--- src/rtl/capsense_events_if.sv ---
// capsense_events_if: event handshake between the CapSense event generator and
// its consumer (LED/UI controller). The producer drives the FIFO head (valid,
// code, button index) and the consumer answers with ready.
interface capsense_events_if #(
  parameter int IDXW = 2
) ();
  logic            evt_valid_o;
  logic            evt_ready_i;
  logic [1:0]      evt_code_o;
  logic [IDXW-1:0] evt_idx_o;

  modport master (
    output evt_valid_o,
    output evt_code_o,
    output evt_idx_o,
    input  evt_ready_i
  );

  modport slave (
    input  evt_valid_o,
    input  evt_code_o,
    input  evt_idx_o,
    output evt_ready_i
  );
endinterface

--- src/rtl/capsense_events.sv ---
// capsense_events: per-button debounce and press/release/long event generator.
// One CapSense snapshot is scanned one button per cycle; a button flips its
// stable level after DEB_SAMPLES consecutive disagreeing samples. Events go into
// a FIFO_DEPTH-entry FIFO whose head is presented through capsense_events_if.
// Optional feature: define CAPSENSE_EVT_LONG_EN to build the long-press logic
// (code 11 after LONG_SAMPLES agreeing samples while stable-pressed).
module capsense_events #(
  parameter int N            = 4,
  parameter int DEB_SAMPLES  = 3,
  parameter int LONG_SAMPLES = 16,
  parameter int FIFO_DEPTH   = 4
) (
  input  logic             clk_i,
  input  logic             rst_ni,
  input  logic             sample_valid_i,
  input  logic [N-1:0]     buttons_i,
  output logic [N-1:0]     stable_o,
  output logic             busy_o,
  output logic             overflow_o,
  input  logic             ovf_clr_i,
  capsense_events_if.master evt
);

  localparam int IDXW = (N > 1) ? $clog2(N) : 1;
  localparam int PW   = $clog2(FIFO_DEPTH);
  localparam int CW   = PW + 1;
  localparam int EW   = 2 + IDXW;

  typedef enum logic [0:0] {
    IDLE = 1'b0,
    SCAN = 1'b1
  } state_t;

  // Pack an event into one FIFO word: code in the top two bits, index below.
  function automatic logic [EW-1:0] pack_evt(input logic [1:0] code, input logic [IDXW-1:0] idx);
    return {code, idx};
  endfunction

  // Scanner state
  state_t          state_r;
  logic            busy_r;
  logic [IDXW-1:0] idx_r;
  logic [N-1:0]    snap_r;
  logic [N-1:0]    pend_r;
  logic            pend_valid_r;

  // Per-button debounce state
  logic [N-1:0]    stable_r;
  logic [3:0]      dcnt_r [N];
`ifdef CAPSENSE_EVT_LONG_EN
  logic [7:0]      hold_r [N];
  logic [N-1:0]    long_done_r;
  logic [7:0]      hold_next_s;
  logic            ld_next_s;
`endif

  // Visit results for the button at idx_r
  logic            raw_s;
  logic            cur_stable_s;
  logic [4:0]      dcnt_inc_s;
  logic [3:0]      dcnt_next_s;
  logic            flip_s;
  logic            push_s;
  logic [1:0]      push_code_s;

  // FIFO state
  logic [EW-1:0]   mem_r [FIFO_DEPTH];
  logic [PW-1:0]   rd_r;
  logic [PW-1:0]   wr_r;
  logic [CW-1:0]   cnt_r;
  logic            evt_valid_r;
  logic [1:0]      evt_code_r;
  logic [IDXW-1:0] evt_idx_r;
  logic            overflow_r;

  logic            pop_s;
  logic            full_s;
  logic            acc_s;
  logic            drop_s;
  logic [EW-1:0]   push_data_s;
  logic [PW-1:0]   rd_next_s;
  logic [CW-1:0]   cnt_next_s;
  logic [CW-1:0]   left_s;
  logic            head_valid_next_s;
  logic [EW-1:0]   head_next_s;

  // Debounce decision for the button currently being visited.
  always_comb begin
    raw_s        = snap_r[idx_r];
    cur_stable_s = stable_r[idx_r];
    dcnt_inc_s   = {1'b0, dcnt_r[idx_r]} + 5'd1;
    dcnt_next_s  = dcnt_r[idx_r];
    flip_s       = 1'b0;
    push_s       = 1'b0;
    push_code_s  = 2'b00;
`ifdef CAPSENSE_EVT_LONG_EN
    hold_next_s  = hold_r[idx_r];
    ld_next_s    = long_done_r[idx_r];
`endif
    if (busy_r) begin
      if (raw_s != cur_stable_s) begin
        if (dcnt_inc_s == 5'(DEB_SAMPLES)) begin
          flip_s      = 1'b1;
          push_s      = 1'b1;
          push_code_s = raw_s ? 2'b01 : 2'b10;
          dcnt_next_s = 4'd0;
`ifdef CAPSENSE_EVT_LONG_EN
          hold_next_s = 8'd0;
          ld_next_s   = 1'b0;
`endif
        end else begin
          dcnt_next_s = dcnt_inc_s[3:0];
        end
      end else begin
        dcnt_next_s = 4'd0;
`ifdef CAPSENSE_EVT_LONG_EN
        if (cur_stable_s && !long_done_r[idx_r]) begin
          hold_next_s = (hold_r[idx_r] == 8'hFF) ? 8'hFF : hold_r[idx_r] + 8'd1;
          if ({1'b0, hold_r[idx_r]} + 9'd1 == 9'(LONG_SAMPLES)) begin
            push_s      = 1'b1;
            push_code_s = 2'b11;
            ld_next_s   = 1'b1;
          end else begin
            push_s      = 1'b0;
          end
        end else begin
          hold_next_s = hold_r[idx_r];
        end
`endif
      end
    end else begin
      dcnt_next_s = dcnt_r[idx_r];
    end
  end

  // Scanner FSM plus per-button state update on each visit.
  always_ff @(posedge clk_i or negedge rst_ni) begin
    if (!rst_ni) begin
      state_r      <= IDLE;
      busy_r       <= 1'b0;
      idx_r        <= '0;
      snap_r       <= '0;
      pend_r       <= '0;
      pend_valid_r <= 1'b0;
      stable_r     <= '0;
      for (int i = 0; i < N; i++) begin
        dcnt_r[i] <= 4'd0;
`ifdef CAPSENSE_EVT_LONG_EN
        hold_r[i] <= 8'd0;
`endif
      end
`ifdef CAPSENSE_EVT_LONG_EN
      long_done_r  <= '0;
`endif
    end else begin
      case (state_r)
        IDLE: begin
          if (sample_valid_i) begin
            snap_r  <= buttons_i;
            idx_r   <= '0;
            state_r <= SCAN;
            busy_r  <= 1'b1;
          end
        end
        SCAN: begin
          if (idx_r == IDXW'(N - 1)) begin
            idx_r <= '0;
            // A strobe on the last visit is newer than anything pending.
            if (sample_valid_i) begin
              snap_r       <= buttons_i;
              pend_valid_r <= 1'b0;
            end else if (pend_valid_r) begin
              snap_r       <= pend_r;
              pend_valid_r <= 1'b0;
            end else begin
              state_r <= IDLE;
              busy_r  <= 1'b0;
            end
          end else begin
            idx_r <= idx_r + IDXW'(1);
            if (sample_valid_i) begin
              pend_r       <= buttons_i;
              pend_valid_r <= 1'b1;
            end
          end
        end
        default: begin
          state_r <= IDLE;
          busy_r  <= 1'b0;
        end
      endcase

      if (busy_r) begin
        dcnt_r[idx_r] <= dcnt_next_s;
        if (flip_s) begin
          stable_r[idx_r] <= raw_s;
        end
`ifdef CAPSENSE_EVT_LONG_EN
        hold_r[idx_r]      <= hold_next_s;
        long_done_r[idx_r] <= ld_next_s;
`endif
      end
    end
  end

  // FIFO bookkeeping and next head; a full FIFO still accepts when popping.
  always_comb begin
    pop_s        = evt_valid_r && evt.evt_ready_i;
    full_s       = (cnt_r == CW'(FIFO_DEPTH));
    acc_s        = push_s && (!full_s || pop_s);
    drop_s       = push_s && full_s && !pop_s;
    push_data_s  = pack_evt(push_code_s, idx_r);
    rd_next_s    = pop_s ? rd_r + PW'(1) : rd_r;
    cnt_next_s   = cnt_r + CW'(acc_s) - CW'(pop_s);
    left_s       = cnt_r - CW'(pop_s);
    if (cnt_next_s == CW'(0)) begin
      head_valid_next_s = 1'b0;
      head_next_s       = '0;
    end else if (left_s == CW'(0)) begin
      head_valid_next_s = 1'b1;
      head_next_s       = push_data_s;
    end else begin
      head_valid_next_s = 1'b1;
      head_next_s       = mem_r[rd_next_s];
    end
  end

  // FIFO storage, pointers, registered head and sticky overflow flag.
  always_ff @(posedge clk_i or negedge rst_ni) begin
    if (!rst_ni) begin
      rd_r        <= '0;
      wr_r        <= '0;
      cnt_r       <= '0;
      evt_valid_r <= 1'b0;
      evt_code_r  <= 2'b00;
      evt_idx_r   <= '0;
      overflow_r  <= 1'b0;
      for (int i = 0; i < FIFO_DEPTH; i++) begin
        mem_r[i] <= '0;
      end
    end else begin
      if (acc_s) begin
        mem_r[wr_r] <= push_data_s;
        wr_r        <= wr_r + PW'(1);
      end
      rd_r        <= rd_next_s;
      cnt_r       <= cnt_next_s;
      evt_valid_r <= head_valid_next_s;
      evt_code_r  <= head_next_s[EW-1 -: 2];
      evt_idx_r   <= head_next_s[IDXW-1:0];
      if (drop_s) begin
        overflow_r <= 1'b1;
      end else if (ovf_clr_i) begin
        overflow_r <= 1'b0;
      end
    end
  end

  assign stable_o        = stable_r;
  assign busy_o          = busy_r;
  assign overflow_o      = overflow_r;
  assign evt.evt_valid_o = evt_valid_r;
  assign evt.evt_code_o  = evt_code_r;
  assign evt.evt_idx_o   = evt_idx_r;

endmodule
--- src/flat_wrapper.sv ---
// flat-port wrapper written by rule: the top's interface ports become plain ports
module capsense_events_flat 
#(
  parameter int N            = 4,
  parameter int DEB_SAMPLES  = 3,
  parameter int LONG_SAMPLES = 16,
  parameter int FIFO_DEPTH   = 4
)
  (clk_i, rst_ni, sample_valid_i, buttons_i, stable_o, busy_o, overflow_o, ovf_clr_i, evt_evt_valid_o, evt_evt_code_o, evt_evt_idx_o, evt_evt_ready_i);
  capsense_events_if evt_i ();
  input  logic clk_i;
  input  logic rst_ni;
  input  logic sample_valid_i;
  input  logic [N-1:0] buttons_i;
  output logic [N-1:0] stable_o;
  output logic busy_o;
  output logic overflow_o;
  input  logic ovf_clr_i;
  output wire logic [$bits(evt_i.evt_valid_o)-1:0] evt_evt_valid_o;
  output wire logic [$bits(evt_i.evt_code_o)-1:0] evt_evt_code_o;
  output wire logic [$bits(evt_i.evt_idx_o)-1:0] evt_evt_idx_o;
  input wire logic [$bits(evt_i.evt_ready_i)-1:0] evt_evt_ready_i;
  assign evt_evt_valid_o = evt_i.evt_valid_o;
  assign evt_evt_code_o = evt_i.evt_code_o;
  assign evt_evt_idx_o = evt_i.evt_idx_o;
  assign evt_i.evt_ready_i = evt_evt_ready_i;
  capsense_events #(.N(N), .DEB_SAMPLES(DEB_SAMPLES), .LONG_SAMPLES(LONG_SAMPLES), .FIFO_DEPTH(FIFO_DEPTH)) u_core (.clk_i(clk_i), .rst_ni(rst_ni), .sample_valid_i(sample_valid_i), .buttons_i(buttons_i), .stable_o(stable_o), .busy_o(busy_o), .overflow_o(overflow_o), .ovf_clr_i(ovf_clr_i), .evt(evt_i));
endmodule
--- config.mk ---
export PLATFORM = sky130hd
export DESIGN_NAME = capsense_events_flat
export DESIGN_NICKNAME = d
export VERILOG_FILES = /design/src/rtl/capsense_events_if.sv /design/src/rtl/capsense_events.sv /design/src/flat_wrapper.sv
export SDC_FILE = /design/constraint.sdc
export NUM_CORES = 1
export LEC_CHECK = 0
export ABC_AREA = 0
export BUFFER_PORTS_ARGS = -buffer_cell sky130_fd_sc_hd__buf_2
export CAP_MARGIN = 20
export CELL_PAD_IN_SITES_DETAIL_PLACEMENT = 1
export CELL_PAD_IN_SITES_GLOBAL_PLACEMENT = 1
export CORE_UTILIZATION = 51
export DETAILED_ROUTE_END_ITERATION = 6
export GPL_ROUTABILITY_DRIVEN = 0
export PLACE_DENSITY_LB_ADDON = 0.1
export REMOVE_ABC_BUFFERS = 1
export SYNTH_ARGS = -nofsm -noshare
export SYNTH_HDL_FRONTEND = slang
export SYNTH_SLANG_ARGS = --single-unit
--- constraint.sdc ---
create_clock -name clk_i -period 9.4 [get_ports clk_i]
set_input_delay 1.88 -clock clk_i [delete_from_list [all_inputs] [get_ports clk_i]]
set_output_delay 1.88 -clock clk_i [all_outputs]
set_load 0.02 [all_outputs]
==> results of run 1 <==
-- worst paths after layout --
kind | endpoint | cells after the start | startpoint | slack (ps)
worst max-delay path | u_core.evt.evt_code_o[1]$_DFF_PN0_ | 11 | u_core.idx_r[0]$_DFFE_PN0P_ | 5250
worst min-delay path | u_core.dcnt_r[4]$_DFFE_PN0P_ | 2 | u_core.dcnt_r[4]$_DFFE_PN0P_ | 480
worst max register to register | u_core.evt.evt_code_o[1]$_DFF_PN0_ | 11 | u_core.idx_r[0]$_DFFE_PN0P_ | 5250
worst min register to register | u_core.dcnt_r[4]$_DFFE_PN0P_ | 2 | u_core.dcnt_r[4]$_DFFE_PN0P_ | 480
max in group asynchronous | u_core.idx_r[1]$_DFFE_PN0P_ | 2 | rst_ni | 7160
min in group asynchronous | u_core.dcnt_r[12]$_DFFE_PN0P_ | 2 | rst_ni | 1690
-- routing by layer --
metal / vias up / share of wire / global-route usage
li1: 976 / - / -
met1: 1049 / 0.48 / 0.3380
met2: 26 / 0.49 / 0.3681
met3: 8 / 0.019 / 0.04045
met4: 0 / 0.011 / 0.09643
met5: - / 0 / 0
-- Yosys cell counts (all sizes together) --
cell type,n
a211o,1
a21o,3
a21oi,6
a31o,4
a31oi,4
and2,1
and3,2
buf,3
clkbuf,4
dfrtp,62
fa,1
ha,14
inv,20
mux2,17
mux2i,9
mux4,9
nand2,35
nand2b,4
nand3,2
nand3b,2
nand4,1
nand4b,1
nor2,6
nor2b,2
nor3,5
o211a,1
o211ai,1
o21ai,6
o221a,1
o22a,1
o22ai,1
o31ai,17
o41ai,1
or3,2
xnor2,7
xor2,5
-- cell usage in the layout (no fill, tap or decap), drive strengths merged, types with 9 or more instances in the layout --
master	netlist	layout
clkbuf	4	9
mux2	17	17
mux4	9	9
ha	14	14
mux2i	9	9
inv	20	20
buf	3	20
dfrtp	62	62
nand2	35	35
o31ai	17	17
-- cell type report --
| cell class | count | area (um^2) |
|---|---|---|
| multi-input combinational | 172 | 1508 |
| inverter | 20 | 75.07 |
| sequential | 62 | 1551 |
| tap | 75 | 93.84 |
| clock buffer | 9 | 123.9 |
| timing repair buffer | 20 | 102.6 |
| clock inverter | 7 | 112.6 |
| fill | 631 | 2389 |
-- registers in the layout, summed over array words and instances, names as in the netlist, 2 cells and up --
signal / flops
u_core.cnt_r: 3
u_core.dcnt_r: 16
u_core.evt.evt_code_o: 2
u_core.evt.evt_idx_o: 2
u_core.idx_r: 2
u_core.mem_r: 16
u_core.pend_r: 4
u_core.rd_r: 2
u_core.snap_r: 4
u_core.stable_o: 4
u_core.wr_r: 2
-- logic make-up after synthesis --
kind of cell | count (synthesis) | synth area share
AND/OR/NAND/NOR | 63 | 0.1103
adder cells (fa/ha/maj) | 15 | 0.06144
XOR/XNOR | 12 | 0.03308
multiplexers | 35 | 0.1536
buffers and inverters | 27 | 0.03702
flip-flops | 62 | 0.4884
AO/OA/AOI/OAI | 47 | 0.1162
-- worst reg2reg max path, cell delays in order (launching register included) --
cell and delay (ps):
dfrtp_1 780, mux4_2 700, ha_1 280, and2_4 170
a21o_2 270, and3_4 180, ha_1 190, fa_1 410
xnor2_1 160, nor3_1 590, nand3b_1 210, o41ai_2 70
-- where the power goes --
group | internal (mW) | switching [mW] | leakage (nW)
clock network | 0.175 | 0.109 | 0.119
logic | 0.180 | 0.271 | 0.738
registers | 0.352 | 0.0843 | 0.784
==> metrics.yaml, run 1 <==
max_stage_delay_ps: 780
period_share: 0.4416
drc: 0
die-height_um: 80.93
synth_area_um2: 3177
cpMaxStageDelayCell: "dfrtp_1"
first_pass_iters: 4
synth_warnings: 0
place_inst: 349
cts-buffers-inserted: 9
start_util: 0.5334
postLayoutCoreUtil: 0.5990
power.leakage_nw: 1.642
relSlewSlack: 0.4703
p_per_area_nw_per_um2: 328.3
vias: 2059
synth_area_leaders: "dfrtp_1, mux4_2, ha_1"
synth_top_cell_area_share: 0.4884
fin_area_um2: 3567
globalRoute.totalOverflow: 0
wl_per_cell_um: 18.27
grt_pass1_vias: 2164
maxSlewViolCount: 0
layoutNonFillerInstCount: 365
path_buf_inv: 0
tightest_slew_ps: 794.6
whs_ps: 476.3
hold_class: "reg2reg"
ys_seq_area_frac: 0.4884
path_class: "reg2reg"
cts_resized: 0
max_freq_mhz: 240.9
pre_cts_slack_ps: 5005
drive_above_1_share: 0.2414
totalNegativeSetupSlack_ps: 0
critPathRequiredTime_ps: 9590
cts-htree-levels: 3
clk_pin_slew_ps: 70
rsz0062_at_grt: "no"
place.port_buffers: 19
ys_ff_latch: 62
cts_root_buf: "clkbuf_8"
critical_path.most_common_cell: "ha_1"
maxCapViolCount: 0
core_area_um2: 5956
min_period_ps: 4151
holdBufCountCts: 0
crit_fanout: 15
crit_family: "simple AND/OR/NAND/NOR gates"
placed_area_um2: 3331
io_pins: 20
clk_latency_ps: 340
fin_nets: 309
post_cts_buffers: 0
die-area_um2: 6549
ys_types: 47
crit_arrival_ps: 4350
startpoint_type: "flip-flop"
run_status: "finished, final reports clean"
cts_tree: "yes"
cts_num_sinks: 62
wl_um: 6668
ant_nets: 0
netlist_instances: 261
std_cell_rows: 28
antenna_found_initial: 0
syn_avg_cell_area_um2: 12.17
hold_viol_final: 0
synth.largest_area_cell: "dfrtp_1"
end_kind: "flip-flop"
clk_path_buf_depth: 2
via_per_inst: 5.641
n_antenna_cell: 0
timing.final.ws_setup_ps: 5249
area_growth_pct: 12.29
finClkSkew_ps: 10.39
track_usage: 0.2397
grt_pass1_wl_um: 11430
drt_iter0_drc: 81
die_w_um: 80.93
setup_violations: 0
p_total_mw: 1.171
dp_hpwl_um: 4587
grt_max_degree: 63
crit_chain: "mux4_2, ha_1, and2_4, a21o_2, and3_4, ha_1, fa_1, xnor2_1, nor3_1, nand3b_1, o41ai_2"
peakVddDrop_v: 0.0001672
Power figures use the tool's default switching activity.
==> run 2: changes to the inputs <==
- CORE_UTILIZATION: 51 -> 44
- clock period: 9.4 -> 3.6 ns (I/O delays scaled with it)
==> metrics.yaml, run 2 (synthesized netlist as in run 1, its figures left out) <==
via_per_inst: 5.285  # was 5.641
critical_path.most_common_cell: "ha_1"  # unchanged
place.port_buffers: 19  # unchanged
n_antenna_cell: 0  # unchanged
top_regs: "u_core.dcnt_r (16), u_core.mem_r (16)"  # unchanged
first_pass_iters: 4  # unchanged
power.leakage_nw: 1.648  # was 1.642 nW
cts_root_buf: "clkbuf_8"  # unchanged
die-height_um: 86.97  # was 80.93 um
fin_nets: 313  # was 309
relSlewSlack: 0.4155  # was 0.4703
hold_viol_final: 0  # unchanged
grt_pass1_wl_um: 11230  # was 11430 um
track_usage: 0.2039  # was 0.2397
dp_hpwl_um: 4810  # was 4587 um
wl_um: 6626  # was 6668 um
die-area_um2: 7564  # was 6549 um^2
antenna_found_initial: 0  # unchanged
ant_nets: 0  # unchanged
fill_cells: 731  # was 631
post_cts_buffers: 0  # unchanged
cts_tree: "yes"  # unchanged
p_total_mw: 3.027  # was 1.171 mW
io_pins: 20  # unchanged
grt_pass1_vias: 2172  # was 2164
globalRoute.totalOverflow: 0  # unchanged
holdBufCountCts: 0  # unchanged
placed_area_um2: 3387  # was 3331 um^2
crit_fanout: 8  # was 15
crit_start: "u_core.idx_r[0]$_DFFE_PN0P_"  # unchanged
path_buf_inv: 1  # was 0
fin_area_um2: 3608  # was 3567 um^2
clk_latency_ps: 350  # was 340 ps
tightest_slew_ps: 870.4  # was 794.6 ps
whs_ps: 341.4  # was 476.3 ps
drt_iter0_drc: 116  # was 81
maxSlewViolCount: 0  # unchanged
place_inst: 374  # was 349
clk_path_buf_depth: 2  # unchanged
cts-buffers-inserted: 9  # unchanged
finClkSkew_ps: 8.853  # was 10.39 ps
hold_class: "in2async"  # was reg2reg
area_growth_pct: 13.59  # was 12.29%
end_kind: "flip-flop"  # unchanged
wl_per_cell_um: 16.99  # was 18.27 um
max_stage_delay_ps: 620  # was 780 ps
setup_violations: 0  # unchanged
r2r_start: "u_core.idx_r[0]$_DFFE_PN0P_"  # unchanged
grt_max_degree: 24  # was 63
layout_commonest_cell: "dfrtp_1"  # unchanged
vias: 2061  # was 2059
layoutNonFillerInstCount: 390  # was 365
timing.final.ws_setup_ps: 244.4  # was 5249 ps
startpoint_type: "flip-flop"  # unchanged
peakVddDrop_v: 0.0003925  # was 0.0001672 V
path_class: "reg2reg"  # unchanged
drc: 0  # unchanged
crit_chain: "mux4_2, ha_1, and2_4, a21o_2, and3_4, ha_1, fa_1, xnor2_1, nor3_1, buf_4, o41ai_2"  # was mux4_2, ha_1, and2_4, a21o_2, and3_4, ha_1, fa_1, xnor2_1, nor3_1, nand3b_1, o41ai_2
p_per_area_nw_per_um2: 838.9  # was 328.3 nW/um^2
totalNegativeSetupSlack_ps: 0  # unchanged
min_period_ps: 3356  # was 4151 ps
period_share: 0.9321  # was 0.4416
pre_cts_slack_ps: 252.0  # was 5005 ps
critPathRequiredTime_ps: 3850  # was 9590 ps
clk_pin_slew_ps: 70  # about the same
core_area_um2: 6869  # was 5956 um^2
start_util: 0.4625  # was 0.5334
drive_above_1_share: 0.2517  # was 0.2414
crit_family: "adder cells"  # was simple AND/OR/NAND/NOR gates
crit_arrival_ps: 3600  # was 4350 ps
maxCapViolCount: 0  # unchanged
run_status: "finished, final reports clean"  # unchanged
std_cell_rows: 30  # was 28
cts_resized: 0  # unchanged
cpMaxStageDelayCell: "mux4_2"  # was dfrtp_1
die_w_um: 86.97  # was 80.93 um
cts-htree-levels: 3  # unchanged
layout_common_cells: "dfrtp_1, nand2_1, inv_1, buf_2, o31ai_1"  # unchanged
cts_num_sinks: 62  # unchanged
postLayoutCoreUtil: 0.5253  # was 0.5990
max_freq_mhz: 298.0  # was 240.9 MHz
rsz0062_at_grt: "no"  # unchanged
## run 2: changes by cell type in the layout (fill, tap and decap cells not counted)
cell        delta
inv_6          +1
clkinv_2       -2
bufinv_16      -1
clkinvlp_4     +1
clkinv_4       +1
buf_4          +4
## run 2: final cells by class
| cell class | instances | area, um^2 | share of cell area |
|---|---|---|---|
| multi-input combinational | 172 | 1508 | 0.4178 |
| timing repair buffer | 24 | 132.6 | 0.03675 |
| tap | 96 | 120.1 | 0.03329 |
| inverter | 20 | 75.07 | 0.02080 |
| clock buffer | 9 | 123.9 | 0.03433 |
| clock inverter | 7 | 97.59 | 0.02705 |
| sequential | 62 | 1551 | 0.4300 |
## run 2: worst register-to-register path: stages, from the launching register on
cell     delay, ps
dfrtp_1        420
mux4_2         620
ha_1           280
and2_4         170
a21o_2         270
and3_4         190
ha_1           190
fa_1           400
xnor2_1        210
nor3_1          80
buf_4          160
o41ai_2        300
## run 2: worst paths after layout
check | to | slack, ps | cells past startpoint
worst max-delay path | u_core.evt.evt_code_o[1]$_DFF_PN0_ | 240 | 11
worst min-delay path | u_core.dcnt_r[5]$_DFFE_PN0P_ | 340 | 1
worst max register to register | u_core.evt.evt_code_o[1]$_DFF_PN0_ | 240 | 11
worst min register to register | u_core.mem_r[1]$_DFFE_PN0P_ | 480 | 1
max in group asynchronous | u_core.mem_r[4]$_DFFE_PN0P_ | 2560 | 2
min in group clk_i | u_core.mem_r[1]$_DFFE_PN0P_ | 480 | 1
## run 2: metal layers
layer | GRT usage | up-vias | wire (um)
li1 | - | 987 | -
met4 | 0.07121 | 0 | 121
met1 | 0.2920 | 1029 | 3309
met3 | 0.06256 | 10 | 273
met5 | 0 | - | 0
met2 | 0.2921 | 35 | 2922
## run 2: where the power goes
part / internal, mW / switching, mW / total [mW]
clock network: 0.391 / 0.292 / 0.683
logic: 0.495 / 0.774 / 1.27
registers: 0.922 / 0.153 / 1.07
